--- config.mk ---
export PLATFORM = sky130hd
export DESIGN_NAME = ram_loader
export DESIGN_NICKNAME = d
export VERILOG_FILES = /design/src/rtl/ram_loader.sv
export SDC_FILE = /design/constraint.sdc
export NUM_CORES = 1
export LEC_CHECK = 0
export ABC_AREA = 1
export BUFFER_PORTS_ARGS = -buffer_cell sky130_fd_sc_hd__buf_2
export CORE_MARGIN = 8
export CORE_UTILIZATION = 30
export CTS_CLUSTER_DIAMETER = 50
export DETAILED_ROUTE_END_ITERATION = 10
export PLACE_DENSITY = 0.59
export SYNTH_ARGS = -nofsm -noshare
export SYNTH_HDL_FRONTEND = slang
export SYNTH_SLANG_ARGS = --single-unit
--- constraint.sdc ---
create_clock -name i_CLOCK -period 1.5 [get_ports i_CLOCK]
set_input_delay 0.3 -clock i_CLOCK [delete_from_list [all_inputs] [get_ports i_CLOCK]]
set_output_delay 0.3 -clock i_CLOCK [all_outputs]
set_load 0.02 [all_outputs]
--- src/rtl/ram_loader.sv ---
// Program loader: takes bytes off a valid/ready stream and writes them into RAM
// through the shared bus and the MAR, holding the CPU in clear while it works.
module ram_loader #(
    parameter int DATA_WIDTH = 8,
    parameter int ADDR_WIDTH = 4
) (
    input  logic                  i_CLOCK,
    input  logic                  i_CLEAR_n,
    input  logic                  i_START,
    input  logic [ADDR_WIDTH:0]   i_LENGTH,
    input  logic                  i_ABORT,
    input  logic                  i_WR_VALID,
    input  logic [DATA_WIDTH-1:0] i_WR_DATA,
    output logic                  o_WR_READY,
    output logic [DATA_WIDTH-1:0] o_BUS_DATA,
    output logic                  o_BUS_OE,
    output logic                  o_MAR_IN,
    output logic                  o_RAM_IN,
    output logic                  o_CPU_CLEAR_n,
    output logic                  o_BUSY,
    output logic                  o_DONE,
    output logic                  o_ERROR
);

    typedef enum logic [2:0] {S_IDLE, S_WAIT, S_SET, S_WRITE, S_DONE} state_t;

    localparam logic [ADDR_WIDTH:0] DEPTH = {1'b1, {ADDR_WIDTH{1'b0}}};

    state_t                  state_q, state_d;
    logic [ADDR_WIDTH-1:0]   addr_q, addr_d;
    logic [ADDR_WIDTH:0]     cnt_q, cnt_d;
    logic [DATA_WIDTH-1:0]   data_q, data_d;
    logic [ADDR_WIDTH:0]     len_clamp;

    logic                    ready_q, ready_d;
    logic [DATA_WIDTH-1:0]   bus_data_q, bus_data_d;
    logic                    oe_q, oe_d;
    logic                    mar_q, mar_d;
    logic                    ram_q, ram_d;
    logic                    cpu_clr_n_q, cpu_clr_n_d;
    logic                    busy_q, busy_d;
    logic                    done_q, done_d;
    logic                    err_q, err_d;

    assign len_clamp = (i_LENGTH > DEPTH) ? DEPTH : i_LENGTH;

    always_comb begin
        state_d = state_q;
        addr_d  = addr_q;
        cnt_d   = cnt_q;
        data_d  = data_q;
        err_d   = err_q;
        case (state_q)
            S_IDLE: begin
                if (i_START) begin
                    cnt_d   = len_clamp;
                    addr_d  = '0;
                    err_d   = 1'b0;
                    state_d = (len_clamp == '0) ? S_DONE : S_WAIT;
                end
            end
            S_WAIT: begin
                // Abort beats a simultaneous valid byte, which stays unconsumed.
                if (i_ABORT) begin
                    state_d = S_IDLE;
                    err_d   = 1'b1;
                end else if (i_WR_VALID && ready_q) begin
                    data_d  = i_WR_DATA;
                    state_d = S_SET;
                end
            end
            S_SET: begin
                if (i_ABORT) begin
                    state_d = S_IDLE;
                    err_d   = 1'b1;
                end else begin
                    state_d = S_WRITE;
                end
            end
            S_WRITE: begin
                if (i_ABORT) begin
                    state_d = S_IDLE;
                    err_d   = 1'b1;
                end else begin
                    cnt_d = cnt_q - 1'b1;
                    if (cnt_q == {{ADDR_WIDTH{1'b0}}, 1'b1}) begin
                        state_d = S_DONE;
                    end else begin
                        addr_d  = addr_q + 1'b1;
                        state_d = S_WAIT;
                    end
                end
            end
            S_DONE:  state_d = S_IDLE;
            default: state_d = S_IDLE;
        endcase

        // Outputs are decoded from the next state so they register in step with it.
        ready_d    = (state_d == S_WAIT);
        mar_d      = (state_d == S_SET);
        ram_d      = (state_d == S_WRITE);
        oe_d       = mar_d || ram_d;
        busy_d     = ready_d || oe_d;
        done_d     = (state_d == S_DONE);
        bus_data_d = mar_d ? DATA_WIDTH'(addr_d) : (ram_d ? data_d : '0);
        // After an abort the CPU stays held until a load actually completes.
        cpu_clr_n_d = busy_d ? 1'b0 : (done_d ? 1'b1 : cpu_clr_n_q);
    end

    always_ff @(posedge i_CLOCK or negedge i_CLEAR_n) begin
        if (!i_CLEAR_n) begin
            state_q     <= S_IDLE;
            addr_q      <= '0;
            cnt_q       <= '0;
            data_q      <= '0;
            ready_q     <= 1'b0;
            bus_data_q  <= '0;
            oe_q        <= 1'b0;
            mar_q       <= 1'b0;
            ram_q       <= 1'b0;
            cpu_clr_n_q <= 1'b1;
            busy_q      <= 1'b0;
            done_q      <= 1'b0;
            err_q       <= 1'b0;
        end else begin
            state_q     <= state_d;
            addr_q      <= addr_d;
            cnt_q       <= cnt_d;
            data_q      <= data_d;
            ready_q     <= ready_d;
            bus_data_q  <= bus_data_d;
            oe_q        <= oe_d;
            mar_q       <= mar_d;
            ram_q       <= ram_d;
            cpu_clr_n_q <= cpu_clr_n_d;
            busy_q      <= busy_d;
            done_q      <= done_d;
            err_q       <= err_d;
        end
    end

    assign o_WR_READY    = ready_q;
    assign o_BUS_DATA    = bus_data_q;
    assign o_BUS_OE      = oe_q;
    assign o_MAR_IN      = mar_q;
    assign o_RAM_IN      = ram_q;
    assign o_CPU_CLEAR_n = cpu_clr_n_q;
    assign o_BUSY        = busy_q;
    assign o_DONE        = done_q;
    assign o_ERROR       = err_q;

endmodule

==> results of run 1 <==
[worst reg2reg max path: stages (launching register included)]
cell and delay, ps:
dfrtp_1 400, inv_2 90, buf_4 120, nand4_2 190
nand2_1 190, inv_1 70, nand2_1 70, nand2_2 60
nand2_2 60, nand2_1 50
[timing repair]
| action | CTS | global route |
|---|---|---|
| hold buffers | 1 | 0 |
| pin swaps | 1 | 13 |
| cloned | 0 | 0 |
| setup buffers | 0 | 4 |
| endpoints found under the hold margin | 35 | 0 |
| endpoints found under the setup margin | 1 | 17 |
| gates resized for setup | 2 | 29 |
[per-layer routing]
metal | vias to the layer above | wire length [microns]
li1 | 689 | -
met1 | 634 | 1753
met2 | 30 | 1635
met3 | 6 | 234
met4 | 0 | 55
met5 | - | 0
[worst paths after layout]
check                               from             to
min reg2reg                o_CPU_CLEAR_n  o_CPU_CLEAR_n
max in group asynchronous      i_CLEAR_n  o_CPU_CLEAR_n
min                         i_WR_DATA[1]      data_q[1]
min in group asynchronous      i_CLEAR_n        o_ERROR
max reg2reg                   state_q[0]  o_BUS_DATA[1]
max                           state_q[0]  o_BUS_DATA[1]
[state kept, by name, indices dropped and copies added (netlist names)]
signal / cells
cnt_q: 5
o_BUS_OE: 1
o_WR_READY: 1
o_DONE: 1
o_RAM_IN: 1
state_q: 3
data_q: 8
addr_q: 4
o_BUS_DATA: 8
o_CPU_CLEAR_n: 1
o_ERROR: 1
o_MAR_IN: 1
o_BUSY: 1
[through the flow]
| step | setup TNS (ps) | cell area (sq um) |
|---|---|---|
| finish | 0 | 2212 |
| global route | -63.56 | 2212 |
| CTS | 0 | 2102 |
| detailed placement | -14.69 | 1976 |
| global placement | 0 | 1976 |
| floorplan | 0 | 1679 |
[area by class of cell]
cell class | instances | area, sq um
fillers | 571 | 3261
flip-flops and latches | 36 | 902.1
multi-input cells | 117 | 706.9
repair buffers | 46 | 281.5
inverters | 30 | 120.1
well taps | 72 | 90.09
clock buffers | 5 | 68.82
clock inverters | 3 | 42.54
[power groups by stage]
stage,combinational [W],clock [W],sequential (W)
floorplan,0.000718,0,0.00142
global placement,0.00108,0,0.00135
detailed placement,0.00110,0,0.00136
CTS,0.00112,0.000875,0.00135
global route,0.00146,0.000919,0.00140
finish,0.00129,0.000845,0.00137
[synthesized netlist by cell type (all sizes together)]
cell type / instances
xnor2: 1
nor3: 2
a21oi: 2
nand2: 54
dfrtp: 35
nand3: 12
o21ai: 14
a32o: 1
nand4: 4
o22a: 1
o211ai: 2
inv: 30
ha: 3
xor2: 2
buf: 2
dfstp: 1
or2: 5
o22ai: 2
nor2: 11
o21a: 1
[layout by cell type, fill, tap and decap left out, types with 2 or more instances in the layout]
cell / netlist / final
o211ai_1: 2 / 2
buf_2: 0 / 33
o21ai_0: 14 / 7
o22ai_1: 2 / 2
nor2_2: 2 / 4
nand3_1: 12 / 11
nand2_4: 0 / 2
xor2_1: 2 / 2
nand2_2: 10 / 13
o21ai_2: 0 / 2
clkbuf_8: 0 / 5
ha_4: 0 / 2
o21ai_1: 0 / 5
buf_4: 0 / 10
inv_1: 25 / 23
inv_2: 4 / 6
nor2_1: 9 / 6
dfrtp_1: 35 / 35
or2_2: 5 / 5
nand4_1: 2 / 2
nand2_1: 44 / 39
[cells by family (layout without fill, tap and decap cells)]
logic type	count (synthesis)	count (layout)	share of synthesized area [%]
xor gates and xnor gates	3	3	1.565
AOI/OAI and AO/OA	23	23	7.973
buffers and inverters	32	84	8.718
and+or+nand+nor	88	88	25.78
DFF	36	36	53.73
adders and majority gates	3	3	2.236
==> results.sh, run 1 <==
export IMPL_met2_usage_pct=14.56
export IMPL_die_w_microns=90.82
export IMPL_die_area_sq_um=8247
export IMPL_syn_area_sq_um=1679
export IMPL_maxCapViolCount=0
export IMPL_first_global_vias=1450
export IMPL_p_leak_nw=1.212
export IMPL_critical_path_top_delay_family="simple AND/OR/NAND/NOR gates"
export IMPL_numCtsBuffers=5
export IMPL_swShare_pct=35.48
export IMPL_die_h_microns=90.82
export IMPL_drc_errors=0
export IMPL_cp_num_cells=9
export IMPL_cts_tree="done"
export IMPL_synth_top_area_share_pct=52.16
export IMPL_pre_cts_ws_ps=-14.69
export IMPL_cpPeakStageDelay_ps=400
export IMPL_worstPathRequired_ps=1680
export IMPL_wire_per_inst_microns=11.90
export IMPL_arrival_ps=1590
export IMPL_ys_seq_area_share_pct=53.73
export IMPL_whs_ps=235.3
export IMPL_post_synth_cell_area_avg_sq_um=9.076
export IMPL_path_buf_inv=3
export IMPL_nets=257
export IMPL_rows=27
export IMPL_drtIter0Drc=32
export IMPL_ys_seq_elements=36
export IMPL_clk_path_buf_depth=2
export IMPL_vdd_drop_max_v=0.0007606
export IMPL_skew_ps=5.743
export IMPL_coreArea_sq_um=5473
export IMPL_maxSlewViolCount=0
export IMPL_p_int_w=0.002260
export IMPL_power_density_nw_per_um2=1584
export IMPL_grtUsageMet3_pct=3.907
export IMPL_power_share_sequential_pct=39.0
export IMPL_cts_sinks=36
export IMPL_clk_latency_ps=290
export IMPL_syn_num_nets=206
export IMPL_status="completed"
export IMPL_slew_headroom_pct=84.52
export IMPL_crit_chain="inv_2 -> buf_4 -> nand4_2 -> nand2_1 -> inv_1 -> nand2_1 -> nand2_2 -> nand2_2 -> nand2_1"
export IMPL_holdPathStages=3
export IMPL_finalPower_w=0.003504
export IMPL_hold_path_class="input pin to register"
export IMPL_via_per_inst=4.398
export IMPL_pin_count=34
export IMPL_num_vias=1359
export IMPL_syn_to_final_growth_pct=31.74
export IMPL_synth_warnings=0
export IMPL_htree_levels=2
export IMPL_drtPass1Iterations=4
export IMPL_routed_wl_mm=3.678
export IMPL_max_freq_mhz=710.4
export IMPL_clkPwrFrac_pct=24.1
export IMPL_rr_worst_depth=9
export IMPL_grt_pass1_wl_mm=6.458
export IMPL_p_sw_w=0.001243
export IMPL_power_frac_comb_pct=36.9
export IMPL_grtUsageTotal_pct=9.482
export IMPL_setup_slack_ps=92.38
export IMPL_min_period_over_period_pct=93.84
export IMPL_worst_pin_slew_ps=229.7
export IMPL_hold_viol=0
export IMPL_io_buffers=33
export IMPL_yosys_top_cells_area="dfrtp_1, nand2_1, inv_1"
export IMPL_antenna_left=0
export IMPL_drive_gt1_share_pct=40.08
export IMPL_cts_root_buffer="clkbuf_8"
export IMPL_worstPathMaxFanout=6
export IMPL_met1_usage_pct=11.57
export IMPL_r2r_setup_slack_ps=90
export IMPL_antenna_cells=0
export IMPL_crit_type="register to register"
export IMPL_crit_slowest_cell="dfrtp_1"
export IMPL_clkTransAtPathRegs_ps=80
export IMPL_gr_total_overflow=0
export IMPL_grt_max_degree=37
export IMPL_synth_top_cell_by_area="dfrtp_1"
export IMPL_startpoint_type="register"
export IMPL_end_kind="register"
export IMPL_synth_distinct_cells=28
export IMPL_post_route_util_pct=40.42
export IMPL_fin_cells=309
export IMPL_dp_cells=296
export IMPL_post_route_min_period_ps=1408
export IMPL_gp_congestion=0.7600
export IMPL_antenna_found_initial=0
export IMPL_dpl_hpwl_mm=2.737
export IMPL_setup_violations=0
export IMPL_synth_cells=185
export IMPL_crit_top_cell="nand2_1"
export IMPL_grt_busiest_layer="met2"
export IMPL_rsz0062_at_grt="true"
export IMPL_initial_core_util_pct=30.68
Note: power is estimated with default switching activity, not from simulation.
==> run 2, diff against run 1 <==
--- a/config.mk
+++ b/config.mk
@@ -5,7 +5,6 @@
 export SDC_FILE = /design/constraint.sdc
 export NUM_CORES = 1
 export LEC_CHECK = 0
-export ABC_AREA = 1
 export BUFFER_PORTS_ARGS = -buffer_cell sky130_fd_sc_hd__buf_2
 export CORE_MARGIN = 8
 export CORE_UTILIZATION = 30
==> results.sh, run 2 <==
export IMPL_status="finished with violations"
export IMPL_violations="negative setup slack"
export IMPL_yosys_top_cells_area="dfrtp_1, o21ai_0, nand2_1"
export IMPL_post_synth_cell_area_avg_sq_um=11.58
export IMPL_dp_cells=265
export IMPL_synth_warnings=0
export IMPL_end_kind="register"
export IMPL_ys_seq_area_share_pct=55.63
export IMPL_cts_sinks=36
export IMPL_die_h_microns=89.52
export IMPL_ys_seq_elements=36
export IMPL_via_per_inst=4.537
export IMPL_rows=26
export IMPL_clkTransAtPathRegs_ps=70
export IMPL_final_cell_mix="dfrtp_1, buf_2, buf_4"
export IMPL_synth_edf_count=0
export IMPL_maxCapViolCount=0
export IMPL_pin_count=34
export IMPL_synth_top_area_share_pct=54.01
export IMPL_fillCellCount=481
export IMPL_clk_latency_ps=290
export IMPL_finalPower_w=0.003610
export IMPL_antenna_left=0
export IMPL_syn_to_final_growth_pct=45.22
export IMPL_die_area_sq_um=8014
export IMPL_p_leak_nw=1.191
export IMPL_grtUsageTotal_pct=9.969
export IMPL_setup_violations=10
export IMPL_die_w_microns=89.52
export IMPL_postCtsHoldBufs=0
export IMPL_cts_tree="done"
export IMPL_synth_distinct_cells=43
export IMPL_skew_ps=5.554
export IMPL_gr_total_overflow=0
export IMPL_htree_levels=2
export IMPL_drtIter0Drc=26
export IMPL_synth_cells=140
export IMPL_worstPathRequired_ps=1670
export IMPL_initial_core_util_pct=31.35
export IMPL_synth_top_cell_by_area="dfrtp_1"
export IMPL_first_global_vias=1327
export IMPL_numCtsBuffers=5
export IMPL_yosys_top_cells_count="dfrtp_1, nand2_1, o21ai_0"
export IMPL_routed_wl_mm=3.890
export IMPL_antenna_cells=0
export IMPL_dpl_hpwl_mm=2.674
export IMPL_rsz0062_at_grt="true"
export IMPL_drc_errors=0
export IMPL_startpoint_type="register"
export IMPL_nets=235
export IMPL_cts_root_buffer="clkbuf_8"
export IMPL_synth_most_common_cell="dfrtp_1"
export IMPL_slew_headroom_pct=69.91
export IMPL_grt_pass1_wl_mm=6.030
export IMPL_min_period_over_period_pct=107.5
export IMPL_async_reset_ff_share_pct=100.0
export IMPL_coreArea_sq_um=5172
export IMPL_syn_num_nets=161
export IMPL_power_density_nw_per_um2=1533
export IMPL_wire_per_inst_microns=13.65
export IMPL_crit_type="register to register"
export IMPL_tns_ps=-584.1
export IMPL_io_buffers=33
export IMPL_crit_chain="nand4b_1 -> or3_4 -> inv_8 -> mux2_4 -> a22o_1"
export IMPL_hold_viol=0
export IMPL_num_vias=1293
export IMPL_multi_input_area_sq_um=742.0
export IMPL_worst_pin_slew_ps=451.3
export IMPL_grt_max_degree=37
export IMPL_clk_path_buf_depth=2
export IMPL_antenna_found_initial=0
export IMPL_seq_area_sq_um=903.4
export IMPL_gp_congestion=0.8179
export IMPL_setup_slack_ps=-112.1
export IMPL_hold_path_class="input pin to asynchronous set/reset pin"
export IMPL_max_freq_mhz=620.3
export IMPL_drive_gt1_share_pct=51.63
export IMPL_startpoint="state_q[2]"
export IMPL_post_route_min_period_ps=1612
export IMPL_fin_cells=285
export IMPL_arrival_ps=1790
export IMPL_post_route_util_pct=45.52
export IMPL_vdd_drop_max_v=0.0006239
export IMPL_worstPathMaxFanout=5
export IMPL_maxSlewViolCount=0
export IMPL_crit_slowest_cell="or3_4"
export IMPL_drtPass1Iterations=4
export IMPL_reg2reg_from="state_q[2]"
export IMPL_cpPeakStageDelay_ps=390
export IMPL_ys_flop_type="dfrtp_1"
export IMPL_syn_area_sq_um=1622
run 2: cell types whose count changed in the layout (fill, tap and decap cells not counted), sizes merged, moves of 4 or more:
cell / delta
a21oi: +5
nor2: -6
nand2: -37
nand3: -11
mux2: +7
inv: -21
buf: +25
and2: +4
run 2: area by class of cell:
cell class	count	area share [%]
repair buffers	70	19.82
flip-flops and latches	36	38.36
clock buffers	5	2.922
multi-input cells	92	31.51
inverters	8	1.594
repair inverters	1	0.2657
clock inverters	3	1.807
well taps	70	3.719
run 2: worst max-delay path, delay by kind of cell (launching register included):
family | cells | cell delay [ps]
simple gates | 2 | 550
compound gates | 1 | 170
flops | 1 | 370
buf+inv | 1 | 100
mux | 1 | 300
run 2: routing by layer:
layer | vias up | GRT usage, % | wire length, microns
li1 | 638 | - | -
met1 | 617 | 10.56 | 1579
met2 | 31 | 17.64 | 2001
met3 | 7 | 3.676 | 264
met4 | 0 | 3.625 | 44
met5 | - | 0 | 0
run 2: per-stage QoR:
stage               hold WS, ps  area [sq um]  setup WS (ps)
floorplan                 4.409          1623         -124.0
global placement          365.6          2029         -141.2
detailed placement        367.9          2029         -162.0
CTS                       54.50          2261         -118.2
global route              83.36          2355         -178.4
finish                    44.24          2355         -112.1
run 2: path summary, 6_finish.rpt:
kind	to	slack (ps)	depth (start not counted)
max in group asynchronous	o_CPU_CLEAR_n	1110	2
min in group i_CLOCK	data_q[1]	210	3
setup reg to reg	o_BUS_DATA[0]	-110	5
hold / removal	o_BUS_DATA[1]	40	2
hold reg to reg	addr_q[2]	480	1
setup / recovery	o_BUS_DATA[0]	-110	5
run 2: timing repair:
| item | in CTS | in global routing |
|---|---|---|
| setup endpoints to repair | 21 | 28 |
| pin swaps | 6 | 6 |
| buffers inserted | 7 | 3 |
| resized for setup | 19 | 21 |
| gates cloned | 1 | 1 |
run 2: report_power, final:
group	switching, W	internal [W]
clock network	0.000348	0.000491
logic	0.000649	0.000738
registers	0.000160	0.00122
run 2: cells by family after synthesis:
group / Yosys count / synth area share (%)
mux: 10 / 7.407
flops: 36 / 55.63
fa+ha+maj: 3 / 2.315
compound gates: 31 / 11.73
simple gates: 48 / 18.36
buf+inv: 12 / 4.553
==> run 3, diff against run 2 <==
--- a/config.mk
+++ b/config.mk
@@ -6,11 +6,13 @@
 export NUM_CORES = 1
 export LEC_CHECK = 0
 export BUFFER_PORTS_ARGS = -buffer_cell sky130_fd_sc_hd__buf_2
+export CELL_PAD_IN_SITES_DETAIL_PLACEMENT = 0
+export CELL_PAD_IN_SITES_GLOBAL_PLACEMENT = 1
 export CORE_MARGIN = 8
 export CORE_UTILIZATION = 30
 export CTS_CLUSTER_DIAMETER = 50
 export DETAILED_ROUTE_END_ITERATION = 10
-export PLACE_DENSITY = 0.59
+export PLACE_DENSITY = 0.71
 export SYNTH_ARGS = -nofsm -noshare
 export SYNTH_HDL_FRONTEND = slang
 export SYNTH_SLANG_ARGS = --single-unit
==> constraint.sdc (replaced) <==
create_clock -name i_CLOCK -period 1.4 [get_ports i_CLOCK]
set_input_delay 0.28 -clock i_CLOCK [delete_from_list [all_inputs] [get_ports i_CLOCK]]
set_output_delay 0.28 -clock i_CLOCK [all_outputs]
set_load 0.02 [all_outputs]
==> results.sh, run 3 (synthesis results as in run 2) <==
export IMPL_status="finished with violations"
export IMPL_violations="negative setup slack"
export IMPL_gp_congestion=0.7924
export IMPL_clkTransAtPathRegs_ps=70
export IMPL_via_per_inst=4.604
export IMPL_numCtsBuffers=5
export IMPL_coreArea_sq_um=5172
export IMPL_finalPower_w=0.004010
export IMPL_die_area_sq_um=8014
export IMPL_die_w_microns=89.52
export IMPL_r2r_setup_slack_ps=-220
export IMPL_reg2reg_from="state_q[2]"
export IMPL_grt_pass1_wl_mm=6.451
export IMPL_worst_pin_slew_ps=378.5
export IMPL_crit_chain="nand4b_1 -> or3_4 -> inv_8 -> mux2_4 -> a22o_1"
export IMPL_final_cell_mix="dfrtp_1, buf_2, buf_4"
export IMPL_rr_worst_depth=5
export IMPL_clk_latency_ps=280
export IMPL_grt_max_degree=23
export IMPL_skew_ps=2.548
export IMPL_io_buffers=33
export IMPL_die_h_microns=89.52
export IMPL_min_from="i_WR_DATA[1]"
export IMPL_cts_tree="done"
export IMPL_p_leak_nw=1.252
export IMPL_antenna_left=0
export IMPL_power_density_nw_per_um2=1608
export IMPL_num_vias=1349
export IMPL_clk_path_buf_depth=2
export IMPL_worstPathRequired_ps=1570
export IMPL_drc_errors=0
export IMPL_wire_per_inst_microns=13.59
export IMPL_gr_total_overflow=0
export IMPL_end_kind="register"
export IMPL_whs_endpoint="data_q[1]"
export IMPL_setup_violations=22
export IMPL_antenna_found_initial=0
export IMPL_worstPathMaxFanout=5
export IMPL_hold_viol=0
export IMPL_min_period_over_period_pct=115.4
export IMPL_maxCapViolCount=0
export IMPL_grtUsageTotal_pct=10.43
export IMPL_dpl_hpwl_mm=2.706
export IMPL_cts_sinks=36
export IMPL_antenna_cells=0
export IMPL_holdPathStages=3
export IMPL_maxSlewViolCount=0
export IMPL_crit_slowest_cell="or3_4"
export IMPL_rsz0062_at_grt="true"
export IMPL_cpPeakStageDelay_ps=390
export IMPL_hold_path_class="input pin to register"
export IMPL_routed_wl_mm=3.982
export IMPL_rows=26
export IMPL_nets=243
export IMPL_cts_root_buffer="clkbuf_8"
export IMPL_drtIter0Drc=32
export IMPL_fillCellCount=486
export IMPL_htree_levels=2
export IMPL_max_freq_mhz=618.9
export IMPL_drive_gt1_share_pct=56.05
export IMPL_syn_to_final_growth_pct=53.78
export IMPL_timing_rr_end="o_BUS_DATA[0]"
export IMPL_vdd_drop_max_v=0.0006455
export IMPL_startpoint_type="register"
export IMPL_pre_cts_ws_ps=-269.1
export IMPL_first_global_vias=1408
export IMPL_slew_headroom_pct=74.76
export IMPL_arrival_ps=1790
export IMPL_crit_type="register to register"
export IMPL_initial_core_util_pct=31.35
export IMPL_setup_slack_ps=-215.7
export IMPL_post_route_min_period_ps=1616
export IMPL_pin_count=34
export IMPL_drtPass1Iterations=4
export IMPL_whs_ps=208.3
## run 3: report_power, final
group          switching (W)  internal, W  leakage [nW]  total [W]
sequential          0.000160      0.00131         0.471    0.00147
combinational       0.000759     0.000892         0.726    0.00165
clock               0.000362     0.000528        0.0552   0.000891
total                0.00128      0.00273          1.25    0.00401
## run 3: metal layers
layer / wire [microns] / global-route usage (%) / vias up
li1: - / - / 655
met1: 1684 / 11.99 / 655
met2: 2013 / 17.98 / 34
met3: 238 / 2.757 / 5
met4: 46 / 4.079 / 0
met5: 0 / 0 / -
## run 3: how the worst max path moves through the flow
| stage | from | endpoint | slack, ps | cells after the start |
|---|---|---|---|---|
| detailed placement | state_q[2] | o_BUS_DATA[0] | -270 | 5 |
| finish | state_q[2] | o_BUS_DATA[0] | -220 | 5 |
| floorplan | state_q[0] | o_BUS_DATA[5] | -220 | 7 |
| CTS | state_q[2] | o_BUS_DATA[0] | -220 | 5 |
| global placement | state_q[2] | o_BUS_DATA[0] | -230 | 5 |
| global route | state_q[2] | o_BUS_DATA[0] | -280 | 5 |
## run 3: worst max-delay path: cells and delay by family (launching register included)
family / cells / cell delay (ps)
flops: 1 / 370
simple gates: 2 / 550
buf+inv: 1 / 100
compound gates: 1 / 170
mux: 1 / 310
## run 3: metrics by stage
step / instance area [sq um] / instances / setup TNS, ps / util, %
2_1_floorplan: 1642 / 140 / -1617 / -
4_1_cts: 2422 / 290 / -2770 / 46.83
5_1_grt: 2494 / 293 / -3538 / 48.21
3_3_place_gp: 2092 / 270 / -2774 / 40.45
6_report: 2494 / 293 / -2019 / 48.21
3_5_place_dp: 2092 / 270 / -3234 / 40.45
## run 3: area by class of cell
class / instances / area, sq um / share of cell area [%]
Timing Repair inverter: 1 / 6.256 / 0.2509
Timing Repair Buffer: 78 / 549.3 / 22.03
Tap cell: 70 / 87.58 / 3.512
Inverter: 8 / 37.54 / 1.505
Multi-Input combinational cell: 92 / 802.0 / 32.16
Clock buffer: 6 / 72.57 / 2.910
Sequential cell: 36 / 903.4 / 36.23
Clock inverter: 2 / 35.03 / 1.405
## run 3: what timing repair did
action	4_1_cts	5_1_grt
pin swaps	8	7
endpoints found under the hold margin	14	0
gates resized for setup	41	16
hold buffers	1	0
gates cloned	1	1
setup buffers	11	3
endpoints found under the setup margin	26	32
